[src/rtl/key_voice_alloc.sv]
// PS/2 scancode to tone-voice allocator: tracks held keys across NCH voices,
// steals round-robin when full, and reports the newest held key as mono_inc.
module key_voice_alloc #(
  parameter int NCH   = 4,
  parameter int INC_W = 16
) (
  input  logic                   clk,
  input  logic                   rst,
  input  logic                   code_valid,
  input  logic [7:0]             code,
  output logic                   code_ready,
  output logic [NCH*INC_W-1:0]   voice_inc,
  output logic [NCH-1:0]         voice_on,
  output logic [INC_W-1:0]       mono_inc,
  output logic [3:0]             key_count
);

  localparam int VW = (NCH > 1) ? $clog2(NCH) : 1;

  typedef enum logic {IDLE, UPDATE} state_t;

  state_t         state;
  logic           brk, ext;
  logic           p_brk, p_ext;
  logic [7:0]     p_code;
  logic [VW-1:0]  steal_ptr, last;
  logic [2:0]     kidx [NCH];

  // {mapped, key index}
  function automatic logic [3:0] lookup(input logic [7:0] c);
    case (c)
      8'h15:   lookup = 4'b1_000;
      8'h1D:   lookup = 4'b1_001;
      8'h24:   lookup = 4'b1_010;
      8'h2D:   lookup = 4'b1_011;
      8'h2C:   lookup = 4'b1_100;
      8'h35:   lookup = 4'b1_101;
      8'h3C:   lookup = 4'b1_110;
      8'h43:   lookup = 4'b1_111;
      default: lookup = 4'b0_000;
    endcase
  endfunction

  function automatic logic [15:0] base_inc(input logic [2:0] k);
    case (k)
      3'd0:    base_inc = 16'd714;
      3'd1:    base_inc = 16'd802;
      3'd2:    base_inc = 16'd900;
      3'd3:    base_inc = 16'd954;
      3'd4:    base_inc = 16'd1070;
      3'd5:    base_inc = 16'd1201;
      3'd6:    base_inc = 16'd1349;
      default: base_inc = 16'd1429;
    endcase
  endfunction

  logic             map_hit;
  logic [2:0]       k;
  logic [INC_W-1:0] k_inc;
  logic             held, free;
  logic [VW-1:0]    held_v, free_v, tgt;

  assign {map_hit, k} = lookup(p_code);
  assign k_inc = INC_W'(base_inc(k)) << (INC_W - 16);

  // Descending scan so the lowest matching index wins.
  always_comb begin
    held   = 1'b0;
    held_v = '0;
    free   = 1'b0;
    free_v = '0;
    for (int i = NCH - 1; i >= 0; i--) begin
      if (voice_on[i] && kidx[i] == k) begin
        held   = 1'b1;
        held_v = VW'(i);
      end
      if (!voice_on[i]) begin
        free   = 1'b1;
        free_v = VW'(i);
      end
    end
  end

  assign tgt = free ? free_v : steal_ptr;

  always_ff @(posedge clk) begin
    if (rst) begin
      state      <= IDLE;
      code_ready <= 1'b1;
      brk        <= 1'b0;
      ext        <= 1'b0;
      p_brk      <= 1'b0;
      p_ext      <= 1'b0;
      p_code     <= '0;
      steal_ptr  <= '0;
      last       <= '0;
      voice_on   <= '0;
      voice_inc  <= '0;
      mono_inc   <= '0;
      key_count  <= '0;
      for (int i = 0; i < NCH; i++) kidx[i] <= '0;
    end else begin
      case (state)
        IDLE: begin
          if (code_valid && code_ready) begin
            if (code == 8'hF0) begin
              brk <= 1'b1;
            end else if (code == 8'hE0) begin
              ext <= 1'b1;
            end else begin
              p_code     <= code;
              p_brk      <= brk;
              p_ext      <= ext;
              brk        <= 1'b0;
              ext        <= 1'b0;
              state      <= UPDATE;
              code_ready <= 1'b0;
            end
          end
        end
        UPDATE: begin
          state      <= IDLE;
          code_ready <= 1'b1;
          if (map_hit && !p_ext) begin
            if (p_brk) begin
              if (held) begin
                voice_on[held_v]                <= 1'b0;
                voice_inc[held_v*INC_W +: INC_W] <= '0;
                key_count                       <= key_count - 4'd1;
                if (last == held_v) mono_inc <= '0;
              end
            end else if (!held) begin
              voice_on[tgt]                <= 1'b1;
              voice_inc[tgt*INC_W +: INC_W] <= k_inc;
              kidx[tgt]                    <= k;
              mono_inc                     <= k_inc;
              last                         <= tgt;
              if (free)
                key_count <= key_count + 4'd1;
              else if (steal_ptr == VW'(NCH - 1))
                steal_ptr <= '0;
              else
                steal_ptr <= steal_ptr + 1'b1;
            end
          end
        end
        default: begin
          state      <= IDLE;
          code_ready <= 1'b1;
        end
      endcase
    end
  end

endmodule

[config.mk]
export PLATFORM = sky130hd
export DESIGN_NAME = key_voice_alloc
export DESIGN_NICKNAME = d
export VERILOG_FILES = /design/src/rtl/key_voice_alloc.sv
export SDC_FILE = /design/constraint.sdc
export NUM_CORES = 1
export LEC_CHECK = 0
export CAP_MARGIN = 0
export CORE_MARGIN = 8
export CORE_UTILIZATION = 53
export CTS_BUF_LIST = sky130_fd_sc_hd__clkbuf_4 sky130_fd_sc_hd__clkbuf_8
export CTS_CLUSTER_DIAMETER = 150
export DETAILED_ROUTE_END_ITERATION = 10
export PLACE_DENSITY = 0.82
export SYNTH_ARGS = -nofsm -noshare
export SYNTH_HDL_FRONTEND = slang
export SYNTH_SLANG_ARGS = --single-unit
[constraint.sdc]
create_clock -name clk -period 4.2 [get_ports clk]
set_clock_uncertainty 0.05 [all_clocks]
set_input_delay 1.26 -clock clk [delete_from_list [all_inputs] [get_ports clk]]
set_output_delay 1.26 -clock clk [all_outputs]
set_load 0.05 [all_outputs]
==> Flow_metrics.wiki, run 1 <==
{| class="wikitable"
! Metric !! Value
|-
| Detailed-route via count || 4027
|-
| Largest net degree at the start of global routing || 40
|-
| Post-placement cell area || 5582 sq um
|-
| TritonCTS clock tree || done
|-
| Switching fraction of total power || around 30%
|-
| Total clock buffers created by CTS || 9
|-
| Area growth from synthesis to layout || 18.25%
|-
| Number of maximum-capacitance constraint violations || 0
|-
| Netlist area before placement || roughly 4900 sq um
|-
| Internal power || around 1200 uW
|-
| Kind of start point of the critical path || register
|-
| Critical Setup Path Class || reg2reg
|-
| Clock network power share || around a third
|-
| Status || finished clean
|-
| Number of H-tree levels || 3
|-
| Startpoint of the worst setup timing path || p_code[0]
|-
| Top cells by instance count after synthesis || 96 x sky130_fd_sc_hd__nor2_1, 81 x sky130_fd_sc_hd__dfxtp_1, 39 x sky130_fd_sc_hd__nand2_1, 35 x sky130_fd_sc_hd__mux2i_1
|-
| Leak Pwr || 0.002181 uW
|-
| Placement-stage worst setup slack || approximately 0.13 ns
|-
| Largest fanout on the critical path || 21
|-
| Via count of the first global-routing pass || 4056
|-
| Wire length after detailed routing || between 10000 and 15000 um
|-
| Cell with the most instances after synthesis || sky130_fd_sc_hd__nor2_1
|-
| Final GP Congestion || between 0.8 and 0.9
|-
| Count of fill cells added during filler insertion || 770
|-
| Clock latency on the worst-skew pair || between 0.3 and 0.4 ns
|-
| Final critical-path setup slack || approximately 0.38 ns
|-
| Number of buffers added on ports || 74
|-
| Endpoint class of the critical path || register
|-
| Total of endpoints with negative setup slack in the final report || 0
|-
| Total global-route track usage || 20.00%
|-
| Final total power || between 1500 and 2000 uW
|-
| Maximum clock insertion buffer count || 2
|-
| Sink Count || 93
|-
| Rows || 35
|-
| Average cell area after synthesis || between 8 and 9 sq um
|-
| Effective utilization at floorplan || a little over half
|-
| Combinational group share of total power || about an eighth
|-
| CP arrival || 4.08 ns
|-
| Worst-Margin Slew || 0.9347 ns
|-
| Launch instance of the worst min-delay path || voice_inc[56]
|-
| Syn Inst Count || ~550
|-
| IR Drop Worst-Case VDD || 0.1622 mV
|-
| Worst hold path type || reg2reg
|-
| Maximum clock frequency || 0.2620 GHz
|-
| Grt total ovfl || 0
|-
| Root buffer selected by CTS || sky130_fd_sc_hd__clkbuf_8
|-
| R2R Path Start || p_code[0]
|-
| Y dimension of the die || 112.1 um
|-
| Clock-pin slew of the registers on the worst-case setup and hold paths || about 0.1 ns
|-
| Die Outline Area || around 13000 sq um
|-
| Initial antenna violation count || 0
|-
| Remaining antenna violation count after routing || 0
|-
| Setup TNS after final layout || 0 ns
|-
| Wire length of the first global-routing pass || 20480 um
|-
| Number of inserted diodes || 0
|-
| Fraction of post-synthesis cell area in the top cell type by area || approximately a third
|-
| DIE WIDTH || between 100 and 150 um
|-
| Period utilization || roughly nine tenths
|-
| Final period demand of the worst path || about 3.8 ns
|-
| Worst hold-check slack || 0.4419 ns
|-
| Switching power || 523.8 uW
|-
| Average wire per cell in the routed design || about 17 um
|-
| Seq/Total Area, Yosys || approximately 40%
|-
| CTS Hold Buffers Added || 0
|-
| Proportion of layout cells with a drive suffix above 1 || roughly a tenth
|-
| Power per Cell Area || approximately 300 nW/um^2
|-
| Share of synthesized flip-flops with an asynchronous set or reset || 0%
|-
| Count of flip-flops with a built-in enable after synthesis || 12
|-
| Yosys Warn Count || 0
|-
| Post-synthesis cell type with the largest combined area || sky130_fd_sc_hd__dfxtp_1
|-
| Unique masters post-synth || 63
|-
| Final cell area excluding filler cells || between 5000 and 6000 sq um
|-
| Post-layout net count || approximately 640
|-
| Core Box Area || roughly 9000 sq um
|-
| Post-DP HPWL || roughly 9200 um
|-
| Final hold violations || 0
|-
| Final routed DRC violation total || 0
|-
| Drt via density || 5.516
|-
| Detailed-router iteration count before antenna repair || 5
|-
| Unrepaired setup endpoints after global routing || no
|-
| Dominant cells by area after synthesis || sky130_fd_sc_hd__dfxtp_1 33%, sky130_fd_sc_hd__edfxtp_1 7.4%, sky130_fd_sc_hd__nor2_1 7.4%
|-
| CP Data Required Time || between 4 and 5 ns
|-
| #FFs+latches synth || between 90 and 100
|-
| WHS Path Cells || 2
|-
| Tightest slew margin relative to the limit || approximately 37%
|-
| Post-synth top flop || sky130_fd_sc_hd__dfxtp_1
|-
| Max Transition Viols Final || 0
|-
| Register share of total power || 54.1%
|-
| Number of top-level pins || 100
|-
| Logic depth of the worst register-to-register path || 12
|-
| Drt first-iter violations || between 200 and 250
|}
## worst paths after layout
check | to | slack [ns]
worst max register to register | voice_inc[53] | 0.38
worst max-delay path | voice_inc[53] | 0.38
worst min register to register | voice_inc[56] | 0.44
worst min-delay path | voice_inc[56] | 0.44
## through the flow
step,utilization [%],instances
final,63.54,730
after global routing,63.54,730
after CTS,63.32,728
after detailed placement,61.28,712
after global placement,61.28,712
after floorplan,-,575
## critical path, stage by stage (launching register included)
cell	delay (ns)
sky130_fd_sc_hd__dfxtp_1	0.56
sky130_fd_sc_hd__nor4b_2	0.30
sky130_fd_sc_hd__nand4_1	0.26
sky130_fd_sc_hd__o21a_2	0.30
sky130_fd_sc_hd__mux2_2	0.31
sky130_fd_sc_hd__or3_1	0.47
sky130_fd_sc_hd__nand4_4	0.15
sky130_fd_sc_hd__ha_1	0.15
sky130_fd_sc_hd__nand2_1	0.09
sky130_fd_sc_hd__buf_4	0.21
sky130_fd_sc_hd__nor2_1	0.52
sky130_fd_sc_hd__nand3_1	0.20
sky130_fd_sc_hd__a21oi_1	0.17
## power by group through the flow
stage | clock, uW | combinational [uW] | sequential, uW
after floorplan | 0 | 176 | 955
after global placement | 0 | 200 | 953
after detailed placement | 0 | 204 | 955
after CTS | 590 | 205 | 934
after global routing | 627 | 224 | 937
final | 587 | 208 | 935
## sequential cells by signal (all words and copies together) (netlist names)
register and flops:
last 2, voice_on 4, p_code 8, brk 1, steal_ptr 2, key_count 4, p_ext 1, kidx 12
state 1, p_brk 1, mono_inc 11, code_ready 1, ext 1, voice_inc 44
## metal layers
layer	vias up	track usage [%]	routed length, um
li1	1942	-	-
met1	1894	22.73	5261
met2	160	34.68	6150
met3	31	5.046	902
met4	0	8.903	359
met5	-	0	0
## layout make-up
cell class	count	area [sq um]	area share, %
multi-input combinational	413	2621	45.29
sequential	93	1982	34.24
inverter	13	48.80	0.8431
clock buffer	9	123.9	2.140
timing repair buffer	84	810.8	14.01
clock inverter	7	62.56	1.081
tap	111	138.9	2.399
## cell usage in the layout, fill, tap and decap left out, types with 3 or more instances in the layout
master and n:
sky130_fd_sc_hd__ha_1 13, sky130_fd_sc_hd__xor2_1 3, sky130_fd_sc_hd__clkbuf_8 9, sky130_fd_sc_hd__a31oi_1 4, sky130_fd_sc_hd__mux2_2 3, sky130_fd_sc_hd__or3_1 9
sky130_fd_sc_hd__inv_8 3, sky130_fd_sc_hd__conb_1 25, sky130_fd_sc_hd__inv_1 12, sky130_fd_sc_hd__mux2i_1 35, sky130_fd_sc_hd__a21o_1 3, sky130_fd_sc_hd__nor2b_1 14
sky130_fd_sc_hd__dfxtp_1 81, sky130_fd_sc_hd__xnor2_1 12, sky130_fd_sc_hd__clkdlybuf4s50_1 73, sky130_fd_sc_hd__buf_4 10, sky130_fd_sc_hd__o21ai_0 29, sky130_fd_sc_hd__and2_1 4
sky130_fd_sc_hd__mux2_4 8, sky130_fd_sc_hd__nor2_1 95, sky130_fd_sc_hd__nand2b_1 17, sky130_fd_sc_hd__nand2_1 39, sky130_fd_sc_hd__nand3_1 4, sky130_fd_sc_hd__o31ai_1 3
sky130_fd_sc_hd__a21oi_1 29, sky130_fd_sc_hd__nor3_1 6, sky130_fd_sc_hd__edfxtp_1 12, sky130_fd_sc_hd__nand4_1 4, sky130_fd_sc_hd__nand3b_1 14
## what timing repair did
item,CTS,global route
resized for setup,0,3
setup endpoints to repair,0,28
setup buffers,0,2
## cells by family after synthesis
| group | count (synthesis) | synth area share (%) |
|---|---|---|
| fa+ha+maj | 14 | 3.732 |
| mux | 46 | 10.30 |
| other cells | 1 | 0.07661 |
| compound gates | 89 | 11.30 |
| buf+inv | 69 | 8.052 |
| xor+xnor | 15 | 2.684 |
| simple gates | 224 | 23.36 |
| flops | 93 | 40.49 |
Note: power is estimated with default switching activity, not from simulation.
==> run 2: changes to the inputs <==
--- a/config.mk
+++ b/config.mk
@@ -11,7 +11,7 @@
 export CTS_BUF_LIST = sky130_fd_sc_hd__clkbuf_4 sky130_fd_sc_hd__clkbuf_8
 export CTS_CLUSTER_DIAMETER = 150
 export DETAILED_ROUTE_END_ITERATION = 10
-export PLACE_DENSITY = 0.82
+export PLACE_DENSITY_LB_ADDON = 0.2
 export SYNTH_ARGS = -nofsm -noshare
 export SYNTH_HDL_FRONTEND = slang
 export SYNTH_SLANG_ARGS = --single-unit
==> run 2 against run 1 <==
Compared with the run above:
- worst setup slack improved by 0.051 ns
- via count rose by 1.1%
- clock power rose by 5.3%
- largest power group unchanged
- wire length rose by 1.4%
- combinational power rose by 2%
- sequential power fell by 0.4%
- sequential share of layout area fell by 0.18 points
- flip-flop and latch count did not move
==> Flow_metrics.wiki, run 2 (synthesis gave the netlist of run 1 again) <==
{| class="wikitable"
! Metric !! Value
|-
| Leak Pwr || 0.002205 uW
|-
| CP arrival || around 4 ns
|-
| Largest fanout on the critical path || 19
|-
| Slowest stage cell, crit path || sky130_fd_sc_hd__dfxtp_1
|-
| Endpoint class of the critical path || register
|-
| Maximum clock frequency || between 0.2 and 0.3 GHz
|-
| CP top delay family || simple AND/OR/NAND/NOR gates
|-
| Final GP Congestion || roughly 0.9
|-
| Effective utilization at floorplan || 53.74%
|-
| Detail Route met2 WL || slightly above 6000 um
|-
| CTS Hold Buffers Added || 0
|-
| Y dimension of the die || 112.1 um
|-
| Clock latency on the worst-skew pair || between 0.3 and 0.4 ns
|-
| Post-layout net count || ~640
|-
| Area growth from synthesis to layout || 18.89%
|-
| Post-placement cell area || between 5000 and 6000 sq um
|-
| Number of buffers added on ports || between 70 and 80
|-
| Worst hold-check slack || 0.4408 ns
|-
| Stage delay of the slowest cell on the critical path || 0.54 ns
|-
| Proportion of layout cells with a drive suffix above 1 || a little under a tenth
|-
| Post-DP HPWL || just over 9000 um
|-
| Status || finished clean
|-
| Number of inserted diodes || 0
|-
| Max Transition Viols Final || 0
|-
| Sink Count || 93
|-
| Worst-case register-to-register setup slack || roughly 0.43 ns
|-
| Final cell area excluding filler cells || between 5000 and 6000 sq um
|-
| Maximum clock insertion buffer count || 2
|-
| Tightest slew margin relative to the limit || between 30% and 40%
|-
| Detailed-route via count || a little over 4000
|-
| Final hold violations || 0
|-
| Most common library cell in the layout ignoring fill and taps || sky130_fd_sc_hd__nor2_1
|-
| Number of flip-flops in the largest register || 44
|-
| Unrepaired setup endpoints after global routing || no
|-
| Drt via density || between 5 and 6
|-
| Final period demand of the worst path || 3.766 ns
|-
| Power per Cell Area || around 300 nW/um^2
|-
| IR Drop Worst-Case VDD || between 0.15 and 0.2 mV
|-
| Register containing the most flip-flops in the final layout || voice_inc
|-
| Remaining antenna violation count after routing || 0
|-
| Core Box Area || around 9000 sq um
|-
| Total clock buffers created by CTS || 9
|-
| CP Data Required Time || 4.35 ns
|-
| Root buffer selected by CTS || sky130_fd_sc_hd__clkbuf_8
|-
| Setup TNS after final layout || 0 ns
|-
| Period utilization || around nine tenths
|-
| Uppermost metal layer occupied by signal nets || met4
|-
| Detailed-router iteration count before antenna repair || 4
|-
| Number of resized instances in the post-cts repair step || 0
|-
| Number of top-level pins || 100
|-
| Most frequent cells in the layout || 95 x sky130_fd_sc_hd__nor2_1, 81 x sky130_fd_sc_hd__dfxtp_1, 73 x sky130_fd_sc_hd__clkdlybuf4s50_1
|-
| Final routed DRC violation total || 0
|-
| Worst-Margin Slew || 1.004 ns
|-
| TritonCTS clock tree || done
|-
| Met3 Routed Length || around 1000 um
|-
| Initial antenna violation count || 0
|-
| Wire length after detailed routing || between 10000 and 15000 um
|-
| Total of endpoints with negative setup slack in the final report || 0
|-
| Rows || 35
|-
| Wire length of the first global-routing pass || approximately 21000 um
|-
| Average wire per cell in the routed design || 17.55 um
|-
| Number of maximum-capacitance constraint violations || 0
|-
| Crit path buffers/inverters || 2
|-
| Via count of the first global-routing pass || roughly 4000
|-
| Metal-1 WL || ~5300 um
|-
| Final total power || 1760 uW
|-
| Kind of start point of the critical path || register
|-
| Clock-pin slew of the registers on the worst-case setup and hold paths || approximately 0.10 ns
|-
| Worst hold path type || reg2reg
|-
| List of cells traversed by the critical path || nor4b_2 -> nand4_1 -> o21a_1 -> mux2_2 -> or3_1 -> nand4_4 -> ha_1 -> nand2_1 -> buf_4 -> a21oi_1 -> buf_4 -> mux2i_1 -> nor2_1
|-
| Critical Setup Path Class || reg2reg
|-
| DIE WIDTH || 112.1 um
|-
| Number of buffers inserted to repair setup after CTS || 0
|-
| Drt first-iter violations || 248
|-
| Cell seen most often among critical-path stages || sky130_fd_sc_hd__buf_4
|-
| Grt total ovfl || 0
|-
| Total global-route track usage || 20.43%
|-
| Biggest regs || voice_inc x44, kidx x12, mono_inc x11
|-
| Largest net degree at the start of global routing || between 80 and 90
|-
| Number of H-tree levels || 3
|-
| Die Outline Area || 12570 sq um
|}
-- run 2: cell type report --
class                      count  area (sq um)
multi-input combinational    413          2620
fill                         780          3289
tap                          111         138.9
timing repair buffer          87         833.3
inverter                      13         48.80
sequential                    93          1982
clock inverter                 5         58.81
clock buffer                  10         137.6
-- run 2: routing by layer --
layer	global-route usage, %	vias up
li1	-	1950
met1	24.12	1947
met2	33.80	148
met3	4.616	25
met4	11.15	0
met5	0	-
-- run 2: worst reg2reg max path, stage by stage (launching register included) --
cell and delay [ns]:
sky130_fd_sc_hd__dfxtp_1 0.54, sky130_fd_sc_hd__nor4b_2 0.31, sky130_fd_sc_hd__nand4_1 0.27, sky130_fd_sc_hd__o21a_1 0.29, sky130_fd_sc_hd__mux2_2 0.33, sky130_fd_sc_hd__or3_1 0.47
sky130_fd_sc_hd__nand4_4 0.15, sky130_fd_sc_hd__ha_1 0.15, sky130_fd_sc_hd__nand2_1 0.10, sky130_fd_sc_hd__buf_4 0.22, sky130_fd_sc_hd__a21oi_1 0.18, sky130_fd_sc_hd__buf_4 0.27
sky130_fd_sc_hd__mux2i_1 0.21, sky130_fd_sc_hd__nor2_1 0.06
-- run 2: stage by stage --
step                instances  setup WS (ns)  util, %
CTS                       732         0.2355    63.85
global placement          717         0.4379    61.69
global route              732        0.09474    63.89
detailed placement        717         0.2558    61.69
finish                    732         0.4345    63.89
floorplan                 575         0.8294        -
-- run 2: power breakdown --
group	switching [uW]	internal, uW
registers	17.1	913
clock network	326	291
logic	150	61.7
-- run 2: path summary, 6_finish.rpt --
path | from | endpoint | cells past startpoint
setup / recovery | p_code[0] | voice_inc[37] | 13
hold / removal | mono_inc[8] | mono_inc[8] | 2
setup reg to reg | p_code[0] | voice_inc[37] | 13
hold reg to reg | mono_inc[8] | mono_inc[8] | 2
==> run 3: changes to the inputs <==
--- a/config.mk
+++ b/config.mk
@@ -7,10 +7,11 @@
 export LEC_CHECK = 0
 export CAP_MARGIN = 0
 export CORE_MARGIN = 8
-export CORE_UTILIZATION = 53
-export CTS_BUF_LIST = sky130_fd_sc_hd__clkbuf_4 sky130_fd_sc_hd__clkbuf_8
+export CORE_UTILIZATION = 52
+export CTS_BUF_LIST = sky130_fd_sc_hd__clkbuf_16
 export CTS_CLUSTER_DIAMETER = 150
 export DETAILED_ROUTE_END_ITERATION = 10
+export HOLD_SLACK_MARGIN = 0.08
 export PLACE_DENSITY_LB_ADDON = 0.2
 export SYNTH_ARGS = -nofsm -noshare
 export SYNTH_HDL_FRONTEND = slang
==> run 3 against run 2 <==
Compared with the run above:
- wire length is 1.6% lower
- combinational power hardly changed
- clock power is 34% higher
- non-clock buffer count is 1 lower
- register-to-register slack worse by 0.03 ns
- maximum frequency is 0.81% lower
- cell count stayed put
==> Flow_metrics.wiki, run 3 (synthesis gave the netlist of run 1 again) <==
{| class="wikitable"
! Metric !! Value
|-
| Status || finished clean
|-
| Total global-route track usage || between 10% and 20%
|-
| Worst reg2reg path endpoint || voice_inc[5]
|-
| Die Outline Area || between 10000 and 15000 sq um
|-
| Logic depth of the worst register-to-register path || 12
|-
| R2R Path Start || p_code[3]
|-
| Most frequent cells in the layout || 95 x sky130_fd_sc_hd__nor2_1, 81 x sky130_fd_sc_hd__dfxtp_1, 73 x sky130_fd_sc_hd__clkdlybuf4s50_1
|-
| Y dimension of the die || roughly 110 um
|-
| Setup TNS after final layout || 0 ns
|-
| Root buffer selected by CTS || sky130_fd_sc_hd__clkbuf_16
|-
| Maximum clock insertion buffer count || 2
|-
| Final period demand of the worst path || about 3.8 ns
|-
| Startpoint of the worst setup timing path || p_code[3]
|-
| CP Data Required Time || 4.42 ns
|-
| Launch instance of the worst min-delay path || voice_inc[49]
|-
| Register share of total power || 47.2%
|-
| Detailed-router iteration count before antenna repair || 5
|-
| Post-layout net count || 641
|-
| Number of buffers inserted to repair setup after CTS || 0
|-
| IR Drop Worst-Case VDD || around 0.22 mV
|-
| List of cells traversed by the critical path || nor4b_2 -> nand4_1 -> o21a_1 -> mux2_2 -> or3_1 -> nand4_4 -> ha_1 -> nand2_1 -> buf_4 -> a211o_1 -> nand3b_1 -> o21ai_0
|-
| Clock latency on the worst-skew pair || 0.34 ns
|-
| CTS Hold Buffers Added || 0
|-
| Number of top-level pins || 100
|-
| Number of resized instances in the post-cts repair step || 0
|-
| Post-DP HPWL || around 9000 um
|-
| Critical Setup Path Class || reg2reg
|-
| Detailed-route via count || between 4000 and 5000
|-
| Unrepaired setup endpoints after global routing || no
|-
| Period utilization || 90.39%
|-
| Drt via density || roughly 5.5
|-
| Average wire per cell in the routed design || ~17 um
|-
| Register containing the most flip-flops in the final layout || voice_inc
|-
| Final hold violations || 0
|-
| Largest fanout on the critical path || 22
|-
| Via count of the first global-routing pass || between 3000 and 4000
|-
| Final critical-path setup slack || between 0.4 and 0.5 ns
|-
| Switching power || between 500 and 600 uW
|-
| Wire length of the first global-routing pass || between 20000 and 25000 um
|-
| Most common library cell in the layout ignoring fill and taps || sky130_fd_sc_hd__nor2_1
|-
| Biggest regs || voice_inc x44, kidx x12, mono_inc x11
|-
| Worst-case register-to-register setup slack || just over 0.4 ns
|-
| Clock network power share || 42.0%
|-
| TritonCTS clock tree || done
|-
| CP arrival || approximately 4.0 ns
|-
| Final routed DRC violation total || 0
|-
| Sink Count || 93
|-
| Proportion of layout cells with a drive suffix above 1 || a little under a tenth
|-
| Initial antenna violation count || 0
|-
| Combinational group share of total power || approximately 11%
|-
| Largest net degree at the start of global routing || 47
|-
| Max Transition Viols Final || 0
|-
| Remaining antenna violation count after routing || 0
|-
| Placement-stage worst setup slack || roughly 0.27 ns
|-
| Internal power || ~1400 uW
|-
| Leak Pwr || about 0.0022 uW
|-
| Worst hold path type || reg2reg
|-
| Grt total ovfl || 0
|-
| Rows || 35
|-
| Stage delay of the slowest cell on the critical path || 0.54 ns
|-
| Kind of start point of the critical path || register
|-
| Total of endpoints with negative setup slack in the final report || 0
|-
| Number of maximum-capacitance constraint violations || 0
|-
| Number of H-tree levels || 3
|-
| Tightest slew margin relative to the limit || 35.64%
|-
| Number of inserted diodes || 0
|-
| Worst-Margin Slew || about 0.96 ns
|-
| Final GP Congestion || about 0.89
|-
| Endpoint class of the critical path || register
|-
| Number of flip-flops in the largest register || 44
|-
| Area growth from synthesis to layout || 20.83%
|-
| DIE WIDTH || around 110 um
|-
| Slowest stage cell, crit path || sky130_fd_sc_hd__a211o_1
|-
| Core Box Area || roughly 9000 sq um
|-
| Clock-pin slew of the registers on the worst-case setup and hold paths || about 0.070 ns
|-
| Drt first-iter violations || about 170
|-
| Hold Crit Endpoint || voice_inc[49]
|-
| Number of buffers added on ports || 74
|-
| Power per Cell Area || 333.3 nW/um^2
|-
| WHS Path Cells || 2
|-
| Total clock buffers created by CTS || 9
|-
| Wire length after detailed routing || 12650 um
|-
| Switching fraction of total power || 26.96%
|-
| Maximum clock frequency || about 0.26 GHz
|-
| Effective utilization at floorplan || a little over half
|}
run 3: cell count changes in the layout (fill, tap and decap cells not counted), sizes merged:
cell	before	now
clkinvlp	0	2
buf	14	13
clkbuf	10	9
clkinv	3	4
inv	14	13
run 3: metrics by stage:
step | hold WS [ns] | std cells | utilization [%] | power [uW] | cell area, sq um
after global placement | 0.4152 | 716 | 61.02 | 1157 | 5612
after CTS | 0.4364 | 732 | 64.29 | 1970 | 5912
after floorplan | 0.4042 | 575 | - | 1131 | 4985
after detailed placement | 0.4291 | 716 | 61.02 | 1159 | 5612
final | 0.4366 | 732 | 64.31 | 1971 | 5914
after global routing | 0.4533 | 732 | 64.31 | 2028 | 5914
run 3: power groups by stage:
stage               Combinational, uW  Clock, uW  Sequential [uW]
global placement                  206          0              951
finish                            212        828              931
detailed placement                208          0              951
floorplan                         176          0              955
global route                      229        866              933
CTS                               209        830              931
run 3: layout make-up:
type                       instances  area, sq um
timing repair buffer              86        825.8
clock buffer                       9        225.2
sequential                        93         1982
multi-input combinational        413         2619
inverter                          13        48.80
tap                              111        138.9
fill                             770         3282
clock inverter                     7        75.07
run 3: worst max path at each step:
stage / slack [ns] / cells after the start / endpoint
2_1_floorplan: 0.83 / 15 / voice_inc[17]
3_3_place_gp: 0.36 / 11 / voice_inc[23]
3_5_place_dp: 0.27 / 11 / voice_inc[26]
4_1_cts: 0.25 / 11 / voice_inc[26]
5_1_grt: 0.1 / 12 / voice_inc[7]
6_report: 0.40 / 12 / voice_inc[5]
run 3: routing by layer:
metal,wire [um],part of all wire (%),GRT usage [%]
met1,5515,44,24.11
met2,5999,47,32.30
met4,250,2.0,7.993
met3,883,7.0,5.751
met5,0,0,0
run 3: worst max-delay path: cells and delay by family (launching register included):
kind	cells	cell delay (ns)
simple gates	6	1.45
compound gates	3	0.98
flops	1	0.41
mux	1	0.33
fa+ha+maj	1	0.25
buf+inv	1	0.24
==> patch 1 (flow settings as in run 2) <==
The parameter `NCH` goes from 4 to 16.
--- a/src/rtl/key_voice_alloc.sv
+++ b/src/rtl/key_voice_alloc.sv
@@ -1,7 +1,7 @@
 // PS/2 scancode to tone-voice allocator: tracks held keys across NCH voices,
 // steals round-robin when full, and reports the newest held key as mono_inc.
 module key_voice_alloc #(
-  parameter int NCH   = 4,
+  parameter int NCH   = 16,
   parameter int INC_W = 16
 ) (
   input  logic                   clk,
Interface: changed (resized voice_inc and voice_on); port bits go from 100 to 304. The function was not compared with the original's and may differ.
==> patch 1 against run 2 <==
- total power grew to 3.2 times the old value
- clock power grew to 4.0 times the old value
- critical path depth is 6 higher
- final area grew to 3.5 times the old value
- synthesized area grew to 3.0 times the old value
- sequential share of layout area is 4.1 points lower
- non-clock buffer count is 361 higher
- the run now ends with setup timing left
- sequential cell count is 184 higher
- setup slack worse by 610 ps
- routed wire length grew to 3.7 times the old value
- largest cell class unchanged
- final cell count grew to 3.2 times the old value
==> patch 1: results (changes against run 2) <==
Yosys
In the post-synthesis netlist, the biggest area contributors are sky130_fd_sc_hd__dfxtp_1 (32%), sky130_fd_sc_hd__mux2i_1 (10%), sky130_fd_sc_hd__edfxtp_1 (10%). The commonest cells after synthesis are sky130_fd_sc_hd__dfxtp_1 (229), sky130_fd_sc_hd__nand2_1 (199), sky130_fd_sc_hd__nand2b_1 (181), sky130_fd_sc_hd__mux2i_1 (150), sky130_fd_sc_hd__nor2_1 (140). The number of library cell types mapped by synthesis is 86 (+37%). The number of cells produced by synthesis is 1592 (+190%).

Status
The flow ran to the end, but the final reports show violations. The checks that failed: setup timing.

Critical path
The largest incremental delay on the critical path is 570 ps (+30 ps). The maximum fanout count along the critical path is 11 (-8).

Global route
The met2 global-route usage is 45.3% (+11 points). The global-route total usage across every layer is 27.4% (+7.0 points). The wire length of the first global-routing pass came to 73000 um (+250%).

Final layout
The multi-input gate share of the layout cell area was 41.1% (-3.9 points). The multi-input combinational cell count is 1194 (+190%). The post-route non-filler standard cell count is 2364 (+220%). The share of cells above drive strength 1 is 21.4% (+12 points). The library cell used most frequently in the layout, excluding fill and tap cells, is sky130_fd_sc_hd__dfxtp_1. The fill cell instance count of the final layout is 1915 (+150%). The largest registers in the layout are voice_inc x176, kidx x48, voice_on x16. The non-clock buffer instance count of the final layout was 448 (+410%). The number of logic inverters in the finished layout is 25 (+12).

STA
The worst-case setup margin in the final layout is -180 ps (-614 ps). The worst-case headroom to the max-slew limit is 35.6% (+3.1 points). The setup-violating endpoint count in the final report is 159 (+159).

Placement
The placed wire-length estimate is 33000 um (+260%). The final estimated routing congestion in global placement is 0.949 (+5.5%).

Floorplanning
The die outline area is 32900 um^2 (+160%).

CTS
The deepest clock path buffer count is 3 (+1). The total CTS buffers is 45 (+36). The quantity of gates resized following cts came to 116 (+116).

Drt
The sum of met3 wire segment lengths after detailed routing is 4590 um (+370%). The routed wire length on met2 is 22200 um (+260%). The routed metal-1 wire length was 19300 um (+260%).

Power
The leakage power total is 7.68 nW (+250%).
==> patch 1: cell count changes in the layout (fill, tap and decap cells not counted), moves of 43 or more <==
cell / before / now
sky130_fd_sc_hd__buf_4: 13 / 183
sky130_fd_sc_hd__nand2b_1: 17 / 180
sky130_fd_sc_hd__nand2_1: 39 / 192
sky130_fd_sc_hd__clkdlybuf4s50_1: 73 / 217
sky130_fd_sc_hd__dfxtp_1: 81 / 224
sky130_fd_sc_hd__mux2i_1: 35 / 147
sky130_fd_sc_hd__conb_1: 25 / 85
sky130_fd_sc_hd__clkbuf_8: 10 / 53
==> patch 1: kinds of logic (layout without fill, tap and decap cells) <==
kind of cell,after synthesis,after routing,share of synthesized area (%)
other,1,85,0.0259
XOR/XNOR,60,60,3.68
AO/OA/AOI/OAI,170,170,8.44
multiplexers,151,151,10.4
adder cells (fa/ha/maj),16,16,1.43
buffers and inverters,205,552,8.23
flip-flops,277,277,41.6
AND/OR/NAND/NOR,712,712,26.1
==> patch 1: metrics by stage <==
| step | setup TNS, ps | total power [mW] | setup slack (ps) | cell area, um^2 |
|---|---|---|---|---|
| after floorplan | -950 | 3.17 | -87.0 | 14900 |
| after global placement | -40390 | 3.18 | -369 | 18000 |
| after detailed placement | -51980 | 3.18 | -460 | 18000 |
| after CTS | -10910 | 5.63 | -157 | 19900 |
| after global routing | -41550 | 5.77 | -336 | 20200 |
| final | -12880 | 5.61 | -180 | 20200 |
==> patch 1: path summary, 6_finish.rpt <==
kind                            slack (ps)       endpoint        start
worst max-delay path                  -180  voice_inc[84]    p_code[5]
worst min-delay path                   420    mono_inc[6]  mono_inc[6]
worst max register to register        -180  voice_inc[84]    p_code[5]
worst min register to register         420    mono_inc[6]  mono_inc[6]
==> patch 2 (settings of run 2) <==
Made on the original files. Reset style: asynchronous (`rst`), changed in one clocked block.
--- a/src/rtl/key_voice_alloc.sv
+++ b/src/rtl/key_voice_alloc.sv
@@ -83,7 +83,7 @@
 
   assign tgt = free ? free_v : steal_ptr;
 
-  always_ff @(posedge clk) begin
+  always_ff @(posedge clk or posedge rst) begin
     if (rst) begin
       state      <= IDLE;
       code_ready <= 1'b1;
Formal check against the unedited RTL: differs if rst is asserted again (counterexample within 4 cycles, from zero or initial values and one cycle with rst high); with rst held inactive, the same outputs for 4 cycles.
==> patch 2 against run 2 <==
- routed wire length fell by 5.7%
- final area rose by 2.0%
- sequential cell count did not move
- setup slack improved by 4.8 ps
- final cell count fell by 9.2%
- global-route usage fell by 0.84 points
- synthesized area rose by 1.7%
Power is not compared: it rests on default switching activity, and its combinational part moved more than twofold at a synthesized area within 25%.
==> patch 2: results (changes against run 2) <==
Drt
The routed metal-1 wire length is 5170 um (-2.5%). The routed wire length on met2 came to 5890 um (-5.2%). The DRC marker count from the first detailed-route iteration is 157 (-37%). The via density per instance is 5.65 (+1.7%). The per-cell routed wire length was 18.2 um (+3.8%).

STA
The worst-case headroom to the max-slew limit is 32.4% (-0.13 points). The worst hold slack after final layout is 443 ps (+1.96 ps).

Critical path
In this run the critical register-to-register path is captured at voice_inc[37]. For this design, the slowest cell found on the critical path is sky130_fd_sc_hd__or4b_1. The largest incremental delay on the critical path is 770 ps (+230 ps). The number of cells on the worst reg-to-reg path is 12 (-1). The data arrival time of the critical path is 3970 ps (+50 ps).

Final layout
The fill cell instance count of the final layout was 730 (-6.4%). The number of logic inverters in the finished layout came to 14 (+1). The data-path buffer share of cell area in the final layout was 14.2% (-0.12 points).

The non-clock buffer instance count of the final layout is 86 (-1.1%). The multi-input gate share of the layout cell area is 40.1% (-4.9 points). The share of final layout cell area taken by clock buffers and inverters is 3.25% (-0.13 points). The post-route cell area was 5940 um^2 (+2.0%). The count of nets after finishing is 575 (-10%). The total area of sequential cells is 2330 um^2 (+17%).

Global route
The wire length of the first global-routing pass is 20000 um (-3.4%). The met2 global-route usage is 32.5% (-1.3 points). The met1 usage in global routing is 24.6% (+0.50 points).

Yosys
The area fraction in compound gates after synthesis is 14.1% (+2.8 points). The post-synthesis xor/xnor area fraction came to 2.59% (-0.095 points). By area the synthesized netlist is led by sky130_fd_sc_hd__dfrtp_1 (46%), sky130_fd_sc_hd__mux2_2 (5.0%), sky130_fd_sc_hd__nor2_1 (4.3%). The average footprint of a synthesized cell is 10.4 um^2 (+17%).

The number of library cell types mapped by synthesis is 73 (+16%). The commonest cells after synthesis are sky130_fd_sc_hd__dfrtp_1 (92), sky130_fd_sc_hd__nor2_1 (57), sky130_fd_sc_hd__nand2_1 (45), sky130_fd_sc_hd__o21ai_0 (35), sky130_fd_sc_hd__buf_4 (26). The fraction of registers with async set or reset after synthesis is 100% (+100 points).

The sequential share of the synthesized area is 46.8% (+6.3 points). The adder and majority cell fraction of the synthesized area is 3.67% (-0.063 points). The share of cell area taken by muxes after synthesis is 10.7% (+0.38 points).

Status
The run finished with clean final reports.

Placement
The final estimated routing congestion in global placement is 0.903 (+0.49%). The number of placed cells counting well taps came to 650 (-9.3%). The worst-case setup slack after placement is 454 ps (+198 ps).

Worst hold path
The number of stages on the worst hold path came to 1 (-1).
## patch 2: cell count changes in the layout (fill, tap and decap cells not counted), sizes merged, moves of 7 or more
| cell | delta |
|---|---|
| a21oi | -20 |
| dfrtp | +92 |
| dfxtp | -81 |
| edfxtp | -12 |
| mux2 | +32 |
| mux2i | -34 |
| nand2b | -15 |
| nand3b | -13 |
| nor2 | -39 |
| nor2b | -7 |
| o21ai | +7 |
| o2bb2ai | +12 |
| or3 | -11 |
## patch 2: worst max-delay path by stage
stage | from | end | slack [ps] | depth (start not counted)
finish | p_code[7] | voice_inc[37] | 440 | 12
global route | p_code[7] | voice_inc[24] | 110 | 11
CTS | p_code[7] | voice_inc[37] | 440 | 12
detailed placement | p_code[7] | voice_inc[37] | 450 | 12
global placement | p_code[7] | voice_inc[38] | 570 | 12
floorplan | rst | brk | 470 | 1
## patch 2: power breakdown
part	total, mW	internal (mW)	switching [mW]
clock	0.597	0.277	0.320
combinational	0.880	0.316	0.564
sequential	1.09	0.995	0.0974
